### src/rtl/fifo_uart_pkg.sv
// Shared types and constants for the FIFO-fed UART transmitter.
// FIFO_UART_TX_PARITY_EN adds the PARITY state to the frame FSM.
package fifo_uart_pkg;

    localparam int DATA_W = 8;

`ifdef FIFO_UART_TX_PARITY_EN
    typedef enum logic [2:0] {
        ST_IDLE,
        ST_START,
        ST_DATA,
        ST_PARITY,
        ST_STOP
    } tx_state_t;
`else
    typedef enum logic [1:0] {
        ST_IDLE,
        ST_START,
        ST_DATA,
        ST_STOP
    } tx_state_t;
`endif

endpackage

### src/rtl/uart_baud_gen.sv
// Bit-period counter: counts 0..CLKS_PER_BIT-1 while enabled and raises tick
// on the last cycle of each bit period; clear restarts the period.
module uart_baud_gen #(
    parameter int CLKS_PER_BIT = 16
) (
    input  logic clk,
    input  logic rst_n,
    input  logic clear,
    input  logic enable,
    output logic tick
);

    localparam int CNT_W = (CLKS_PER_BIT > 1) ? $clog2(CLKS_PER_BIT) : 1;
    localparam logic [CNT_W-1:0] LAST = CNT_W'(CLKS_PER_BIT - 1);

    logic [CNT_W-1:0] cnt_q;
    logic [CNT_W-1:0] cnt_d;

    assign tick = enable && (cnt_q == LAST);

    always_comb begin
        cnt_d = cnt_q;
        if (clear || tick) begin
            cnt_d = '0;
        end else if (enable) begin
            cnt_d = cnt_q + 1'b1;
        end
    end

    always_ff @(posedge clk or negedge rst_n) begin
        if (!rst_n) begin
            cnt_q <= '0;
        end else begin
            cnt_q <= cnt_d;
        end
    end

endmodule

### src/rtl/fifo_uart_tx.sv
// UART transmitter that pops bytes from a show-ahead FIFO and sends 8N1 frames
// back to back. Define FIFO_UART_TX_PARITY_EN to insert a parity bit after DATA.
module fifo_uart_tx
    import fifo_uart_pkg::*;
#(
    parameter int CLKS_PER_BIT = 16,
    parameter bit PARITY_ODD   = 1'b0
) (
    input  logic              rd_clk,
    input  logic              rd_rstn,
    input  logic [DATA_W-1:0] rd_data,
    input  logic              rd_empty,
    output logic              rd_en,
    output logic              tx,
    output logic              busy
);

    tx_state_t         state_q, state_d;
    logic [DATA_W-1:0] shift_q, shift_d;
    logic [2:0]        bit_q, bit_d;
    logic              tx_q, tx_d;
    logic              tick;
    logic              pop;
`ifdef FIFO_UART_TX_PARITY_EN
    logic              par_q, par_d;
`endif

    uart_baud_gen #(
        .CLKS_PER_BIT(CLKS_PER_BIT)
    ) u_baud (
        .clk   (rd_clk),
        .rst_n (rd_rstn),
        .clear (pop),
        .enable(state_q != ST_IDLE),
        .tick  (tick)
    );

    // The pop is gated by rd_rstn so no byte is taken while reset is held.
    assign pop   = rd_rstn && !rd_empty &&
                   ((state_q == ST_IDLE) || ((state_q == ST_STOP) && tick));
    assign rd_en = pop;
    assign tx    = tx_q;
    assign busy  = (state_q != ST_IDLE);

    always_comb begin
        state_d = state_q;
        shift_d = shift_q;
        bit_d   = bit_q;
`ifdef FIFO_UART_TX_PARITY_EN
        par_d   = par_q;
`endif
        case (state_q)
            ST_IDLE: begin
                if (pop) begin
                    state_d = ST_START;
                    shift_d = rd_data;
`ifdef FIFO_UART_TX_PARITY_EN
                    par_d   = (^rd_data) ^ PARITY_ODD;
`endif
                end
            end
            ST_START: begin
                if (tick) begin
                    state_d = ST_DATA;
                    bit_d   = 3'd0;
                end
            end
            ST_DATA: begin
                if (tick) begin
                    shift_d = {1'b0, shift_q[DATA_W-1:1]};
                    bit_d   = bit_q + 3'd1;
                    if (bit_q == 3'd7) begin
`ifdef FIFO_UART_TX_PARITY_EN
                        state_d = ST_PARITY;
`else
                        state_d = ST_STOP;
`endif
                    end
                end
            end
`ifdef FIFO_UART_TX_PARITY_EN
            ST_PARITY: begin
                if (tick) begin
                    state_d = ST_STOP;
                end
            end
`endif
            ST_STOP: begin
                if (pop) begin
                    state_d = ST_START;
                    shift_d = rd_data;
`ifdef FIFO_UART_TX_PARITY_EN
                    par_d   = (^rd_data) ^ PARITY_ODD;
`endif
                end else if (tick) begin
                    state_d = ST_IDLE;
                end
            end
            default: state_d = ST_IDLE;
        endcase

        // tx is registered from the next-state view so it lines up with state_q.
        tx_d = 1'b1;
        case (state_d)
            ST_START:  tx_d = 1'b0;
            ST_DATA:   tx_d = shift_d[0];
`ifdef FIFO_UART_TX_PARITY_EN
            ST_PARITY: tx_d = par_q;
`endif
            default:   tx_d = 1'b1;
        endcase
    end

    always_ff @(posedge rd_clk or negedge rd_rstn) begin
        if (!rd_rstn) begin
            state_q <= ST_IDLE;
            shift_q <= '0;
            bit_q   <= '0;
            tx_q    <= 1'b1;
`ifdef FIFO_UART_TX_PARITY_EN
            par_q   <= 1'b0;
`endif
        end else begin
            state_q <= state_d;
            shift_q <= shift_d;
            bit_q   <= bit_d;
            tx_q    <= tx_d;
`ifdef FIFO_UART_TX_PARITY_EN
            par_q   <= par_d;
`endif
        end
    end

endmodule
### config.mk
export PLATFORM = sky130hd
export DESIGN_NAME = fifo_uart_tx
export DESIGN_NICKNAME = d
export VERILOG_FILES = /design/src/rtl/fifo_uart_pkg.sv /design/src/rtl/uart_baud_gen.sv /design/src/rtl/fifo_uart_tx.sv
export SDC_FILE = /design/constraint.sdc
export NUM_CORES = 1
export LEC_CHECK = 0
export CORE_UTILIZATION = 52
export CTS_CLUSTER_DIAMETER = 100
export DETAILED_ROUTE_END_ITERATION = 8
export GPL_TIMING_DRIVEN = 0
export PLACE_DENSITY = 0.86
export SLEW_MARGIN = 20
export SYNTH_ARGS = -nofsm -noshare
export SYNTH_HDL_FRONTEND = slang
export SYNTH_HIERARCHICAL = 1
export SYNTH_SLANG_ARGS = --single-unit
### constraint.sdc
create_clock -name rd_clk -period 3.2 [get_ports rd_clk]
set_input_delay 0.8 -clock rd_clk [delete_from_list [all_inputs] [get_ports rd_clk]]
set_output_delay 0.8 -clock rd_clk [all_outputs]
set_load 0.05 [all_outputs]
==> metrics <==
Core ar. just under 0.002 mm²; Final setup viols 0; number of flops mapped to enable cells by yosys 0; first-pass GRT wire length 3280 µm; Setup Total Neg Slack 0 ns; CTS Hold Bufs 0; clk sinks 18; peak supply drop 0.599 mV; clk buf depth 2; internal power 0.000693 W; Finished Core Util between 60% and 70%; RSZ-0062 raised after global routing no; min cycle time layout around 3 ns; Wirelength per Cell 14.1 µm; Unique masters post-synth 36; fraction of layout cells with a size suffix above 1 20.3%; number of max-cap violations 0; Post-synth ARST share 100%; max-slew violations 0; period utilization 94.4%; Yosys reg bits 18; Die ar. around 0.0023 mm²; CTS tree built; area share of the largest cell type after synthesis 39.1%; largest net degree at the start of global routing 21; routed wire length 2120 µm; area grow syn2layout 20.8%; gr ovfl total 0; synth cell count leaders dfrtp_1 (17), nor2_1 (14), a21oi_1 (8), ha_1 (8), inv_1 (7); clock power share 11.4%; number of DRC markers in iteration 0 11; chip height approximately 48 µm; DP Worst Slack -0.882 ns; Fin. Hold Viols 0; slowest CP cell dlygate4sd2_1; Nets 143; clk_skew 0.0118 ns; status completed; Worst path max stage delay between 0.8 and 0.9 ns; setup ws final 0.179 ns; CP Max Fanout 20; Detail Route Antenna Nets 0; WP data arrival 2.22 ns; H-tree levels 1; Placer Congestion roughly 0.73; crit path capture type output pin; Via-to-Cell Ratio 5.72; sequential share of power 30.7%; Total GRT Usage 20.7%; Rows 16; port bufs 13; slew margin rel. a little under two fifths; Synth Warn # 6; initial antenna violation count 0; clock slew at reported path FFs 0.10 ns; sw power about 0.00056 W; DR vias about 860; Worst-Skew Late Latency 0.30 ns; die width 47.7 µm; Mapped Area 0.00109 mm²; Highest Clock Rate 331 MHz; Fillers 158; Mapped Cells approximately 100; Post-Syn Nets about 120; Non-Filler Instances 150; Static Leak between 0.5 and 0.6 nW; crit path kind input pin to output pin; hpwl dp 1530 µm; Hold WC Path Type register to register; proportion of synthesized chip area in sequential cells between 40% and 50%; DP Cell Count about 140; Pwr Density approximately 960 mW/mm²; CP cell instances dlygate4sd2_1, nand2b_4, nor2_4, buf_4; Syn Area/Cell 10.5 µm²; antenna fix cells 0; WP data required 2.40 ns; Synth area leaders dfrtp_1 (39%), ha_1 (9.2%), nor2_1 (4.8%), a22oi_1 (4.1%), a21oi_1 (3.7%); Primary FF master, synth dfrtp_1; Starting Density 55.4%; combinational share of power between 50% and 60%; top-count cell post-synth dfrtp_1; cell taking the most area after synthesis dfrtp_1; Switching Fraction around 45%; DRC Markers 0; DRT Pass-1 Iters 4; crit start category input pin; Worst Tran Pin Value 0.943 ns; I/O pin cnt 14; cts bufs inserted 3; Clock Tree Root clkbuf_4; vias in the first global route roughly 740
## power groups by stage
stage / combinational [W] / sequential [W] / clock, W
finish: 0.000727 / 0.000385 / 0.000144
global route: 0.000801 / 0.000397 / 0.000160
CTS: 0.000720 / 0.000383 / 0.000149
detailed placement: 0.000707 / 0.000387 / 0
global placement: 0.000676 / 0.000382 / 0
floorplan: 0.000556 / 0.000393 / 0
## routing by layer
metal / wire (µm) / GRT usage, % / part of all wire, % / vias up
met2: 1040 / 33.8 / 49 / 13
li1: - / - / - / 417
met3: 76 / 7.92 / 3.6 / 0
met1: 1000 / 28.0 / 47 / 428
met5: 0 / 0 / 0 / -
met4: 0 / 0 / 0 / 0
## cells in the final DEF (no fill, tap or decap), types with 2 or more instances in the layout
cell	netlist	final
o21ai_0	2	2
inv_1	7	6
nor2_4	0	2
a21oi_2	4	4
a22o_1	2	2
a21oi_1	8	8
nor2b_1	3	3
mux2i_1	2	2
nand3b_1	2	2
a31oi_1	2	2
clkdlybuf4s50_1	0	11
ha_1	8	8
dfrtp_1	17	17
nand3_1	3	3
nand2_1	2	2
a22oi_1	6	6
nor2_1	14	12
buf_4	0	3
clkbuf_4	0	3
o21a_1	2	2
## through the flow
stage                     hold WS, ns  power (W)  area (µm²)
after CTS                       0.523    0.00125        1300
after global placement          0.489    0.00106        1250
after detailed placement        0.489    0.00109        1250
final                           0.518    0.00126        1310
after global routing            0.552    0.00136        1310
after floorplan                 0.470   0.000949        1090
## layout make-up
type	count	area (µm²)	area share [%]
Multi-Input combinational cell	77	609	46.4
Tap cell	27	33.8	2.57
Timing Repair Buffer	15	141	10.8
Sequential cell	18	452	34.4
Buffer	2	15.0	1.14
Clock buffer	4	36.3	2.76
Inverter	7	26.3	2.00
## registers in the layout (all words and copies together) (netlist names)
| register | count |
|---|---|
| tx | 1 |
| u_baud/cnt_q | 4 |
| state_q | 2 |
| shift_q | 8 |
| bit_q | 3 |
## worst max-delay path: cells and delay by family
family / cells / cell delay [ns]
simple gates: 2 / 0.36
buf+inv: 2 / 1.04
## cell families after synthesis
group,after synthesis,share of synthesized area (%)
DFF,18,41.5
muxes,3,2.88
and+or+nand+nor,31,15.1
AOI/OAI and AO/OA,34,26.7
xor gates and xnor gates,1,0.806
buffers and inverters,9,3.80
adders and majority gates,8,9.21
## timing repair
item / in CTS / in global routing
hold endpoints to repair: 0 / 0
gates resized for setup: 10 / 1
setup buffers: 0 / 2
pin swaps: 0 / 1
endpoints found under the setup margin: 1 / 1
## path summary, 6_finish.rpt
kind / from / end / slack [ns] / cells after the start
hold / removal: bit_q[1] / bit_q[1] / 0.52 / 1
max in group asynchronous: rd_rstn / shift_q[3] / 1.87 / 1
setup / recovery: rd_rstn / rd_en / 0.18 / 4
setup reg to reg: state_q[0] / tx / 0.78 / 10
hold reg to reg: bit_q[1] / bit_q[1] / 0.52 / 1
min in group asynchronous: rd_rstn / u_baud/cnt_q[0] / 0.74 / 1
(Power assumes the default switching activity.)
